<file path="src/rtl/encrypt_packet_framer_if.sv">
// Byte-stream bundle for the packet framer: encrypted input strobe plus the
// valid/ready framed output. The framer takes the slave view.
interface encrypt_packet_framer_if;
   logic       in_valid;
   logic [7:0] in_data;
   logic       out_valid;
   logic       out_ready;
   logic [7:0] out_data;
   logic       out_sof;
   logic       out_eof;

   modport master (
      output in_valid, in_data, out_ready,
      input  out_valid, out_data, out_sof, out_eof
   );

   modport slave (
      input  in_valid, in_data, out_ready,
      output out_valid, out_data, out_sof, out_eof
   );
endinterface

</file>
<file path="src/rtl/encrypt_packet_framer.sv">
// Buffers encrypted bytes and emits fixed-length frames: A5, length, payload, checksum.
// Define FRAMER_CRC8_EN for a CRC-8 (poly 0x07) checksum; otherwise the checksum is XOR.
//
// state | meaning
// IDLE  | no frame in flight, waiting for a full payload in the FIFO
// HDR   | presenting header byte 0xA5 with out_sof
// LEN   | presenting payload length byte
// PAY   | presenting FIFO head, popping one byte per handshake
// CSUM  | presenting checksum byte with out_eof
module encrypt_packet_framer #(
   parameter int DEPTH   = 16,
   parameter int PKT_LEN = 8
) (
   input  logic                   clk,
   input  logic                   rst,
   encrypt_packet_framer_if.slave bus,
   output logic                   overflow,
   output logic [$clog2(DEPTH):0] level
);
   localparam int AW = $clog2(DEPTH);
   localparam int LW = AW + 1;
   localparam logic [LW-1:0] FULL_LVL = LW'(DEPTH);
   localparam logic [LW-1:0] PKT_LVL  = LW'(PKT_LEN);
   localparam logic [7:0]    LEN_BYTE = 8'(PKT_LEN);
   localparam logic [7:0]    LAST_IDX = 8'(PKT_LEN - 1);

   typedef enum logic [2:0] {IDLE, HDR, LEN, PAY, CSUM} state_t;

   state_t        state;
   logic [7:0]    mem [DEPTH];
   logic [AW-1:0] wr_ptr;
   logic [AW-1:0] rd_ptr;
   logic [7:0]    pay_cnt;
   logic [7:0]    csum;
   logic [7:0]    csum_next;
   logic [7:0]    head;
   logic [7:0]    data_mux;
   logic          valid_q;
   logic          sof_q;
   logic          eof_q;
   logic          hs;
   logic          pop;
   logic          push;
   logic          full;

   assign head = mem[rd_ptr];
   assign hs   = valid_q && bus.out_ready;
   assign pop  = hs && (state == PAY);
   assign full = (level == FULL_LVL);
   // A pop in the same cycle frees the slot, so a write on a full FIFO still lands.
   assign push = bus.in_valid && (!full || pop);

`ifdef FRAMER_CRC8_EN
   function automatic logic [7:0] crc8_byte(input logic [7:0] crc, input logic [7:0] data);
      logic [7:0] c;
      c = crc ^ data;
      for (int i = 0; i < 8; i++) begin
         c = c[7] ? ((c << 1) ^ 8'h07) : (c << 1);
      end
      return c;
   endfunction
   assign csum_next = crc8_byte(csum, head);
`else
   assign csum_next = csum ^ head;
`endif

   always_ff @(posedge clk) begin
      if (push) mem[wr_ptr] <= bus.in_data;
   end

   always_ff @(posedge clk or negedge rst) begin
      if (!rst) begin
         wr_ptr   <= '0;
         rd_ptr   <= '0;
         level    <= '0;
         overflow <= 1'b0;
      end else begin
         if (push) wr_ptr <= wr_ptr + 1'b1;
         if (pop)  rd_ptr <= rd_ptr + 1'b1;
         if (push && !pop)      level <= level + 1'b1;
         else if (pop && !push) level <= level - 1'b1;
         if (bus.in_valid && !push) overflow <= 1'b1;
      end
   end

   always_ff @(posedge clk or negedge rst) begin
      if (!rst) begin
         state   <= IDLE;
         valid_q <= 1'b0;
         sof_q   <= 1'b0;
         eof_q   <= 1'b0;
         pay_cnt <= '0;
         csum    <= '0;
      end else begin
         case (state)
            IDLE: if (level >= PKT_LVL) begin
               state   <= HDR;
               valid_q <= 1'b1;
               sof_q   <= 1'b1;
               csum    <= '0;
            end
            HDR: if (hs) begin
               state <= LEN;
               sof_q <= 1'b0;
            end
            LEN: if (hs) begin
               state   <= PAY;
               pay_cnt <= '0;
            end
            PAY: if (hs) begin
               csum    <= csum_next;
               pay_cnt <= pay_cnt + 1'b1;
               if (pay_cnt == LAST_IDX) begin
                  state <= CSUM;
                  eof_q <= 1'b1;
               end
            end
            CSUM: if (hs) begin
               state   <= IDLE;
               valid_q <= 1'b0;
               eof_q   <= 1'b0;
            end
            default: state <= IDLE;
         endcase
      end
   end

   // Output byte is a pure function of registered state, so it never follows out_ready.
   always_comb begin
      data_mux = 8'h00;
      case (state)
         HDR:     data_mux = 8'hA5;
         LEN:     data_mux = LEN_BYTE;
         PAY:     data_mux = head;
         CSUM:    data_mux = csum;
         default: data_mux = 8'h00;
      endcase
   end

   assign bus.out_valid = valid_q;
   assign bus.out_sof   = sof_q;
   assign bus.out_eof   = eof_q;
   assign bus.out_data  = data_mux;
endmodule

</file>
<file path="src/flat_wrapper.sv">
// flat-port wrapper written by rule: the top's interface ports become plain ports
module encrypt_packet_framer_flat 
#(
   parameter int DEPTH   = 16,
   parameter int PKT_LEN = 8
)
  (clk, rst, overflow, level, bus_in_valid, bus_in_data, bus_out_ready, bus_out_valid, bus_out_data, bus_out_sof, bus_out_eof);
  encrypt_packet_framer_if bus_i ();
  input  logic clk;
  input  logic rst;
  output logic overflow;
  output logic [$clog2(DEPTH):0] level;
  input wire logic [$bits(bus_i.in_valid)-1:0] bus_in_valid;
  input wire logic [$bits(bus_i.in_data)-1:0] bus_in_data;
  input wire logic [$bits(bus_i.out_ready)-1:0] bus_out_ready;
  output wire logic [$bits(bus_i.out_valid)-1:0] bus_out_valid;
  output wire logic [$bits(bus_i.out_data)-1:0] bus_out_data;
  output wire logic [$bits(bus_i.out_sof)-1:0] bus_out_sof;
  output wire logic [$bits(bus_i.out_eof)-1:0] bus_out_eof;
  assign bus_i.in_valid = bus_in_valid;
  assign bus_i.in_data = bus_in_data;
  assign bus_i.out_ready = bus_out_ready;
  assign bus_out_valid = bus_i.out_valid;
  assign bus_out_data = bus_i.out_data;
  assign bus_out_sof = bus_i.out_sof;
  assign bus_out_eof = bus_i.out_eof;
  encrypt_packet_framer #(.DEPTH(DEPTH), .PKT_LEN(PKT_LEN)) u_core (.clk(clk), .rst(rst), .bus(bus_i), .overflow(overflow), .level(level));
endmodule
</file>
<file path="config.mk">
export PLATFORM = sky130hd
export DESIGN_NAME = encrypt_packet_framer_flat
export DESIGN_NICKNAME = d
export VERILOG_FILES = /design/src/rtl/encrypt_packet_framer_if.sv /design/src/rtl/encrypt_packet_framer.sv /design/src/flat_wrapper.sv
export SDC_FILE = /design/constraint.sdc
export NUM_CORES = 1
export LEC_CHECK = 0
export BUFFER_PORTS_ARGS = -buffer_cell sky130_fd_sc_hd__buf_4
export CAP_MARGIN = 10
export CORE_MARGIN = 3
export CORE_UTILIZATION = 50
export CTS_BUF_LIST = sky130_fd_sc_hd__clkbuf_2 sky130_fd_sc_hd__clkbuf_4 sky130_fd_sc_hd__clkbuf_8
export CTS_CLUSTER_DIAMETER = 30
export DETAILED_ROUTE_END_ITERATION = 7
export PLACE_DENSITY = 0.74
export SYNTH_ARGS = -nofsm -noshare
export SYNTH_HDL_FRONTEND = slang
export SYNTH_SLANG_ARGS = --single-unit
</file>
<file path="constraint.sdc">
create_clock -name clk -period 3.5 [get_ports clk]
set_input_delay 0.525 -clock clk [delete_from_list [all_inputs] [get_ports clk]]
set_output_delay 0.525 -clock clk [all_outputs]
set_load 0.1 [all_outputs]
</file>
==> impl_metrics.ini <==
[run_status]
status = completed

[critical_path]
regToRegSetupSlack_ns = 0.48
crit_chain = buf_4 -> mux4_2 -> mux2i_1 -> a21oi_1 -> a22o_1 -> buf_4
critPathKind = reg2out
reg2regPathDepth = 12
slowest_delay_ns = 0.55
crit_top_cell = buf_4
timing.rr.start = u_core.level[0]$_DFFE_PN0P_
r2r_end = u_core.level[4]$_DFFE_PN0P_
critPathMaxFanout = 23
critical_path.slowest_cell = mux4_2
end_kind = output port
critPathLaunchType = flop
required_ns = 2.97
worstPathArrival_ns = 2.66

[floorplan]
die-width_um = 125
die_h_um = 125
rows = 42
core-area_um2 = 13600
die-area_um2 = 15600
io_pins = 29
initial_utilization_pct = 52.2

[synth]
synth.most_common_cell = edfxtp_1
synth_area_um2 = 7070
synth_edf_count = 128
ys_seq_area_share_pct = 67.1
ys_types = 49
yosys_warnings = 0
synth_area_leader_cell = edfxtp_1
synth_ff_type = edfxtp_1
yosysTopAreaCellShare_pct = 54.4
synth_nets = 493
synthTopCellsByCount = 128 x edfxtp_1, 48 x mux2i_1, 36 x dfrtp_1, 36 x nand2_1, 22 x nor2_1
ys_ff_latch = 164
syn-instance-count = 470
syn_area_per_cell_um2 = 15.0
ys_async_sr_fraction_pct = 22.0
synth_area_leaders = edfxtp_1 54%, dfrtp_1 13%, mux2i_1 6.8%

[clock_tree]
cts_hold_buf = 0
ctsResizeCount = 0
cts_buffers = 17
cts_setup_buffers = 0
cts-root-buf = clkbuf_8
clock_latency_ns = 0.45
cts_tree = yes
htree_levels = 4
numClockSinks = 164
clockBufferDepth = 2
clk_pin_slew_ns = 0.09

[sta]
maxSlewViolCount = 0
relSlewSlack_pct = 41.3
rsz0062_at_grt = false
min_period_ns = 3.18
fin_skew_ns = 0.0117
worstMarginPinSlew_ns = 0.872
fmax_mhz = 314
final-setup-viol-count = 0
finalSetupTns_ns = 0
finalHoldViolCount = 0
min_period_over_period_pct = 90.9
layout_setup_ws_ns = 0.317
hold_ws_ns = 0.0297

[final_layout]
final_area_um2 = 7960
final_cells = 699
diodes = 0
area_growth_pct = 12.5
drive_gt1_share_pct = 18.7
fin_nets = 533

[pwr]
p_per_area_nw_per_um2 = 921
ir_worst_vdd_mv = 0.401
p_leak_uw = 0.00294

[routing]
drt_drc_violations_left = 0
wirelength_um = 14100
vias = 4050
postRouteAntennaNets = 0
viasPerCell = 5.79
drt_iter0_drc = 268
first_pass_iters = 5
wl_per_cell_um = 20.2

[grt]
grt_pass1_vias = 4025
track_usage_pct = 19.0
antenna_found_initial = 0
grt_pass1_wl_um = 22600
grt.overflow.total = 0
grt_max_degree = 37

[placement]
placed_cell_area_um2 = 7520
placed_cells = 667
port_buffers = 28
place_congestion = 0.872
place_ws_ns = 0.511
dp_hpwl_um = 9390

[flow_run]
cap_violations = 0

[worst_hold_path]
min_path_type = in2async
-- worst max path at each step --
stage                                                 from                     endpoint  cells after the start
after floorplan           u_core.bus.out_valid$_DFFE_PN0P_  u_core.level[4]$_DFFE_PN0P_                     12
after global placement                       bus_out_ready  u_core.level[4]$_DFFE_PN0P_                     13
after detailed placement                     bus_out_ready  u_core.level[4]$_DFFE_PN0P_                     13
after CTS                     u_core.rd_ptr[0]$_DFFE_PN0P_              bus_out_data[6]                      6
after global routing          u_core.rd_ptr[2]$_DFFE_PN0P_              bus_out_data[7]                      6
final                         u_core.rd_ptr[0]$_DFFE_PN0P_              bus_out_data[1]                      6
-- sequential cells by signal, indices dropped and copies added (netlist names) --
signal	flops
u_core.mem	128
u_core.csum	8
u_core.pay_cnt	8
u_core.level	5
u_core.rd_ptr	4
u_core.wr_ptr	4
u_core.state	3
u_core.bus.out_eof	1
u_core.bus.out_sof	1
u_core.bus.out_valid	1
u_core.overflow	1
-- metal layers --
metal	part of all wire (%)	track usage, %
met5	0	0
met4	1.3	6.57
met3	5.7	4.25
met2	50	30.5
met1	43	26.0
-- stage by stage --
step,utilization (%),total power (uW)
floorplan,-,5130
global placement,55.5,5820
detailed placement,55.5,5900
CTS,58.7,7360
global route,58.7,7710
finish,58.7,7330
-- cells in the final DEF (no fill, tap or decap), types with 11 or more instances in the layout --
cell type,n
a22oi_1,14
dfrtp_1,35
mux4_2,17
buf_4,43
o21ai_0,12
and2_1,11
a21oi_1,17
edfxtp_1,128
nand2_1,36
mux2i_1,48
nor2_1,22
clkbuf_8,19
xnor2_1,11
-- critical path, delay by kind of cell (launching register included) --
| family | cells | cell delay (ns) |
|---|---|---|
| muxes | 2 | 0.94 |
| DFF | 1 | 0.33 |
| AOI/OAI and AO/OA | 2 | 0.34 |
| buffers and inverters | 2 | 0.59 |
-- cells by family after synthesis --
kind of cell | after synthesis | share of synthesized area, %
adder cells (fa/ha/maj) | 11 | 2.05
multiplexers | 67 | 12.7
flip-flops | 164 | 67.1
buffers and inverters | 33 | 2.12
XOR/XNOR | 14 | 1.73
AND/OR/NAND/NOR | 113 | 7.98
AO/OA/AOI/OAI | 68 | 6.28
-- cell type report --
cell class / count / area [um^2]
clock buffers: 20 / 269
clock inverters: 12 / 166
fillers: 1026 / 5600
inverters: 10 / 37.5
multi-input cells: 273 / 2180
flip-flops and latches: 164 / 4750
well taps: 176 / 220
repair buffers: 44 / 343
-- where the power goes --
part           internal [uW]  leakage (uW)  switching [uW]  total [uW]
Clock                    768      0.000220             710        1480
Combinational           1050       0.00116            2090        3140
Sequential              2420       0.00157             287        2710
No activity file was read; power rests on OpenSTA's default activity.
